--- src/rtl/router_pkg.sv ---
// Flit type codes and helpers shared by the router port logic.
package router_pkg;

    localparam int ROUTER_FLIT_W = 32;
    localparam int FLIT_TYPE_MSB = ROUTER_FLIT_W - 1;

    typedef enum logic [1:0] {
        FLIT_BODY   = 2'b00,
        FLIT_TAIL   = 2'b01,
        FLIT_HEAD   = 2'b10,
        FLIT_SINGLE = 2'b11
    } flit_type_e;

    function automatic flit_type_e flit_type(input logic [ROUTER_FLIT_W-1:0] flit);
        return flit_type_e'(flit[FLIT_TYPE_MSB -: 2]);
    endfunction

endpackage

--- src/rtl/rr_arbiter.sv ---
// Combinational round-robin priority pick: first set request at or above ptr, with wrap.
module rr_arbiter #(
    parameter int N_REQ = 4,
    localparam int PTR_W = $clog2(N_REQ)
) (
    input  logic [N_REQ-1:0] req,
    input  logic [PTR_W-1:0] ptr,
    output logic [N_REQ-1:0] gnt
);

    logic [PTR_W:0] idx;
    logic           found;

    always_comb begin
        gnt   = '0;
        found = 1'b0;
        idx   = '0;
        for (int k = 0; k < N_REQ; k++) begin
            idx = {1'b0, ptr} + (PTR_W+1)'(k);
            if (idx >= (PTR_W+1)'(N_REQ)) begin
                idx = idx - (PTR_W+1)'(N_REQ);
            end
            if (!found && req[idx[PTR_W-1:0]]) begin
                gnt[idx[PTR_W-1:0]] = 1'b1;
                found               = 1'b1;
            end
        end
    end

endmodule

--- src/rtl/router_port_arbiter.sv ---
// Packet-level round-robin arbiter feeding one router input port through a one-entry output register.
module router_port_arbiter
    import router_pkg::*;
#(
    parameter int N_REQ  = 4,
    parameter int FLIT_W = ROUTER_FLIT_W
) (
    input  logic                    clk,
    input  logic                    rst,
    input  logic [N_REQ*FLIT_W-1:0] req_flit_i,
    input  logic [N_REQ-1:0]        req_vld_i,
    output logic [N_REQ-1:0]        req_rdy_o,
    output logic [FLIT_W-1:0]       out_flit_o,
    output logic                    out_vld_o,
    input  logic                    out_rdy_i,
    output logic [N_REQ-1:0]        grant_o,
    output logic                    proto_err_o,
    output logic [15:0]             pkt_cnt_o
);

    localparam int PTR_W = $clog2(N_REQ);
    localparam logic [0:0] S_IDLE = 1'b0;
    localparam logic [0:0] S_BUSY = 1'b1;

    logic [0:0]        state_q, state_d;
    logic [N_REQ-1:0]  grant_q, grant_d;
    logic [PTR_W-1:0]  rr_ptr_q, rr_ptr_d;
    logic [FLIT_W-1:0] out_flit_q, out_flit_d;
    logic              out_vld_q, out_vld_d;
    logic              proto_err_q, proto_err_d;
    logic [15:0]       pkt_cnt_q, pkt_cnt_d;

    logic [N_REQ-1:0]  arb_gnt;
    logic [N_REQ-1:0]  sel_oh;
    logic [FLIT_W-1:0] sel_flit;
    logic [PTR_W-1:0]  sel_idx;
    logic [PTR_W-1:0]  ptr_next;
    logic              slot_free;
    logic              accept;
    flit_type_e        ftype;

    rr_arbiter #(.N_REQ(N_REQ)) u_rr_arbiter (
        .req (req_vld_i),
        .ptr (rr_ptr_q),
        .gnt (arb_gnt)
    );

    // Once a packet owns the port, only the owner may be selected until its tail.
    assign sel_oh    = (state_q == S_IDLE) ? arb_gnt : grant_q;
    assign slot_free = !out_vld_q || out_rdy_i;
    assign req_rdy_o = (slot_free && !rst) ? sel_oh : '0;
    assign accept    = |(req_vld_i & req_rdy_o);

    always_comb begin
        sel_flit = '0;
        sel_idx  = '0;
        for (int i = 0; i < N_REQ; i++) begin
            if (sel_oh[i]) begin
                sel_flit = sel_flit | req_flit_i[i*FLIT_W +: FLIT_W];
                sel_idx  = PTR_W'(i);
            end
        end
    end

    assign ptr_next = (sel_idx == PTR_W'(N_REQ-1)) ? '0 : sel_idx + PTR_W'(1);
    assign ftype    = flit_type_e'(sel_flit[FLIT_W-1 -: 2]);

    always_comb begin
        state_d     = state_q;
        grant_d     = grant_q;
        rr_ptr_d    = rr_ptr_q;
        out_flit_d  = out_flit_q;
        out_vld_d   = out_vld_q;
        proto_err_d = proto_err_q;
        pkt_cnt_d   = pkt_cnt_q;

        if (accept) begin
            out_flit_d = sel_flit;
            out_vld_d  = 1'b1;
        end else if (out_rdy_i) begin
            out_vld_d = 1'b0;
        end

        if (accept) begin
            case (state_q)
                S_IDLE: begin
                    if (ftype == FLIT_SINGLE || ftype == FLIT_TAIL) begin
                        rr_ptr_d  = ptr_next;
                        pkt_cnt_d = pkt_cnt_q + 16'd1;
                    end else begin
                        state_d = S_BUSY;
                        grant_d = sel_oh;
                    end
                    if (ftype == FLIT_TAIL || ftype == FLIT_BODY) begin
                        proto_err_d = 1'b1;
                    end
                end
                default: begin
                    if (ftype == FLIT_TAIL || ftype == FLIT_SINGLE) begin
                        state_d   = S_IDLE;
                        grant_d   = '0;
                        rr_ptr_d  = ptr_next;
                        pkt_cnt_d = pkt_cnt_q + 16'd1;
                    end
                    // Misplaced heads/singles are still forwarded; only the flag records them.
                    if (ftype == FLIT_HEAD || ftype == FLIT_SINGLE) begin
                        proto_err_d = 1'b1;
                    end
                end
            endcase
        end
    end

    always_ff @(posedge clk or posedge rst) begin
        if (rst) begin
            state_q     <= S_IDLE;
            grant_q     <= '0;
            rr_ptr_q    <= '0;
            out_flit_q  <= '0;
            out_vld_q   <= 1'b0;
            proto_err_q <= 1'b0;
            pkt_cnt_q   <= '0;
        end else begin
            state_q     <= state_d;
            grant_q     <= grant_d;
            rr_ptr_q    <= rr_ptr_d;
            out_flit_q  <= out_flit_d;
            out_vld_q   <= out_vld_d;
            proto_err_q <= proto_err_d;
            pkt_cnt_q   <= pkt_cnt_d;
        end
    end

    assign out_flit_o  = out_flit_q;
    assign out_vld_o   = out_vld_q;
    assign grant_o     = grant_q;
    assign proto_err_o = proto_err_q;
    assign pkt_cnt_o   = pkt_cnt_q;

endmodule

--- config.mk ---
export PLATFORM = sky130hd
export DESIGN_NAME = router_port_arbiter
export DESIGN_NICKNAME = d
export VERILOG_FILES = /design/src/rtl/router_pkg.sv /design/src/rtl/rr_arbiter.sv /design/src/rtl/router_port_arbiter.sv
export SDC_FILE = /design/constraint.sdc
export NUM_CORES = 1
export LEC_CHECK = 0
export ABC_CLOCK_PERIOD_IN_PS = 4200
export CORE_ASPECT_RATIO = 1.2
export CORE_MARGIN = 2
export CORE_UTILIZATION = 45
export DETAILED_ROUTE_END_ITERATION = 6
export DONT_BUFFER_PORTS = 1
export PLACE_DENSITY = 0.69
export SLEW_MARGIN = 20
export SYNTH_ARGS = -nofsm -noshare
export SYNTH_HDL_FRONTEND = slang
export SYNTH_HIERARCHICAL = 1
export SYNTH_SLANG_ARGS = --single-unit
--- constraint.sdc ---
create_clock -name clk -period 4.2 [get_ports clk]
set_input_delay 0.84 -clock clk [delete_from_list [all_inputs] [get_ports clk]]
set_output_delay 0.84 -clock clk [all_outputs]
set_load 0.1 [all_outputs]
==> impl_results.md <==
- Via count of the first global-routing pass: 2924
- Layout overhead on the synthesized area: 10.96%
- Area of the die: 8141 µm²
- Synth Area in Adders: 2.619%
- Setup crit end kind: primary output
- Async S/R FF share, synth: 100.0%
- Clock latency on the worst-skew pair: 0.34 ns
- Post-detailed-placement half-perimeter wirelength: 7102 µm
- Number of diodes: 0
- Number of antenna violations at the first check in global routing: 0
- Detailed Routing Iterations Pass 1: 5
- Multiplexer area fraction after synthesis: 5.163%
- Worst EP required: 3.36 ns
- I/O pin count: 193
- Total standard cell area after synthesis: 3344 µm²
- Count of final max-slew check failures: 0
- Path type of the worst setup path: reg -> out
- Vias per cell: 6.748
- Portion of synthesized cell area occupied by the leading cell type: 42.65%
- Slowest library cell on the worst path: dfrtp_1
- Routed vias: 2949
- Most frequent cell after synthesis: a22oi_1
- Total track usage: 26.32%
- Clock-pin slew on the worst setup and hold paths: 0.07 ns
- Max-cap violations: 0
- Count of H-tree levels built during CTS: 3
- Remaining design rule violation count: 0
- HP Class: in -> async
- Fraction of synthesized cell area in xor and xnor cells: 4.190%
- Fin. Hold Viols: 0
- Predominant post-synthesis flop cell: dfrtp_1
- Fraction of layout cells with a size suffix above 1: 16.14%
- Total congestion overflow after global routing: 0
- Wire length of the first global-routing pass: 15820 µm
- Library cells used by synthesis: 39
- Max FO, Critical Path: 18
- Cells taking the most area after synthesis: dfrtp_1, a22oi_1, a31oi_1
- Dominant combinational cell family by area after synthesis: compound AO/OA/AOI/OAI gates
- Share of the cycle needed by the critical path after routing: 96.39%
- Synth cell count leaders: a22oi_1, dfrtp_1, nor2_1
- Crit path cell chain: inv_1 > ha_1 > mux4_2 > nor4b_4 > a221o_1 > mux2_4 > and3_1 > buf_4
- Fill count: 673
- Synthesized flop and latch total: 57
- First DRT Iteration DRCs: 172
- Routed wire length per instance: 24.53 µm
- Worst slew pin tran: 1.044 ns
- Setup-failing EPs final: 0
- Number of instances in the synthesized netlist: 335
- Max stage delay on crit path: 0.49 ns
- Critical Path AT: 3.21 ns
- Routed wire length: 10720 µm
- DIE HEIGHT: 98.44 µm
- Total number of yosys warnings: 6
- Clock Sink Count: 57
- Maximum number of pins on one net before global-route repair: 50
- Clock tree from TritonCTS: built
- Sum Neg Setup Slack: 0 ns
- Antenna Violating Nets Remaining: 0
- Overall die width: 82.70 µm
- Standard cell core area: 7232 µm²
- Relative slew margins: 30.39%
- Area fraction in compound gates after synthesis: 26.97%
- Run status: completed
- Cell type with the largest total area after synthesis: dfrtp_1
- Tmin final: 4.048 ns
- Area share of and/or/nand/nor cells after synthesis: 13.88%
- Cts bufs inserted: 9
- Clk buf depth: 2
- Final layout net count: 484
- Part of the Yosys area used for sequential elements: 42.65%
- Worst Clk Skew: 0.008431 ns
- Library cell used as clock root buffer: clkbuf_8
- Routability congestion estimate from global placement: 0.8944
- Type of element launching the critical path: flop
- Number of enable flip-flop cells after synthesis: 0
- Syn_nets: 477
- Synthesized area per cell: 9.983 µm²
- Count of input and output buffers: 0
- Setup repair after global routing missed its margin: no
- Fmax achieved: 247.0 MHz
- Number of rows in the core area: 34
- Initial core utilization: 46.25%
==> area by class of cell <==
type | count | area (µm²) | area share, %
sequential | 57 | 1428 | 38.47
tap | 90 | 112.6 | 3.034
clock inverter | 7 | 46.29 | 1.247
multi-input combinational | 251 | 1822 | 49.09
timing repair buffer | 18 | 160.2 | 4.316
clock buffer | 9 | 123.9 | 3.338
inverter | 5 | 18.77 | 0.5057
==> flip-flops by register name, summed over array words and instances (netlist names) <==
signal and count:
grant_o 4, out_flit_o 32, out_vld_o 1, pkt_cnt_o 16, proto_err_o 1, rr_ptr_q 2
state_q 1
==> path summary, 6_finish.rpt <==
path	from	end	slack, ns	cells after the start
worst max-delay path	rr_ptr_q[1]	req_rdy_o[1]	0.15	8
worst min-delay path	rst	out_flit_o[22]	0.32	1
worst max register to register	rr_ptr_q[1]	out_flit_o[7]	0.50	11
worst min register to register	rr_ptr_q[1]	rr_ptr_q[1]	0.70	2
max in group asynchronous	rst	rr_ptr_q[0]	2.97	2
min in group clk	rr_ptr_q[1]	rr_ptr_q[1]	0.70	2
==> metal layers <==
layer	GRT usage, %	share of wire [%]
met4	10.21	2.1
met5	0	0
met3	9.982	10
met1	32.62	38
met2	41.19	49
==> timing repair <==
item	in CTS	in global routing
setup endpoints to repair	3	3
resized for setup	1	0
buffers inserted	0	5
pin swaps	0	0
hold buffers	0	0
gates cloned	2	1
==> through the flow <==
| step | util, % | hold WS, ns | area (µm²) | setup slack [ns] | std cells |
|---|---|---|---|---|---|
| final | 51.31 | 0.3152 | 3711 | 0.1515 | 437 |
| after global routing | 51.31 | 0.3018 | 3711 | 0.04007 | 437 |
| after CTS | 50.64 | 0.3013 | 3662 | 0.09858 | 431 |
| after detailed placement | 47.96 | 0.6748 | 3468 | 0.2855 | 413 |
| after global placement | 47.96 | 0.6777 | 3468 | 0.4083 | 413 |
| after floorplan | - | 0.5856 | 3347 | 0.09320 | 335 |
==> cells by family after synthesis <==
| logic type | count (synthesis) |
|---|---|
| buffers and inverters | 30 |
| AND/OR/NAND/NOR | 92 |
| flip-flops | 57 |
| adder cells (fa/ha/maj) | 7 |
| multiplexers | 10 |
| AO/OA/AOI/OAI | 123 |
| XOR/XNOR | 16 |
==> cell usage in the layout, fill, tap and decap left out, types with 4 or more instances in the layout <==
| cell type | netlist | layout |
|---|---|---|
| a21boi_0 | 4 | 4 |
| a221o_1 | 4 | 4 |
| a22oi_1 | 62 | 62 |
| a31oi_1 | 35 | 35 |
| and3_1 | 4 | 4 |
| buf_4 | 2 | 16 |
| clkbuf_8 | 0 | 9 |
| dfrtp_1 | 57 | 56 |
| ha_1 | 7 | 7 |
| inv_1 | 5 | 4 |
| mux2_2 | 3 | 6 |
| nand2_1 | 22 | 22 |
| nand3_1 | 7 | 7 |
| nand4_1 | 6 | 6 |
| nor2_1 | 39 | 38 |
| nor4_1 | 4 | 4 |
| o21ai_0 | 5 | 5 |
| o2bb2ai_1 | 4 | 4 |
| xnor2_1 | 8 | 8 |
| xor2_1 | 8 | 8 |
==> worst max-delay path: cells and delay by family, from the launching register on <==
| kind | cells | cell delay, ns |
|---|---|---|
| adders and majority gates | 1 | 0.34 |
| muxes | 2 | 0.76 |
| buffers and inverters | 2 | 0.41 |
| and+or+nand+nor | 2 | 0.56 |
| DFF | 1 | 0.49 |
| AOI/OAI and AO/OA | 1 | 0.31 |
Power is not shown: default switching activity piles up to over one toggle a cycle in this logic, so the estimate is an artifact.
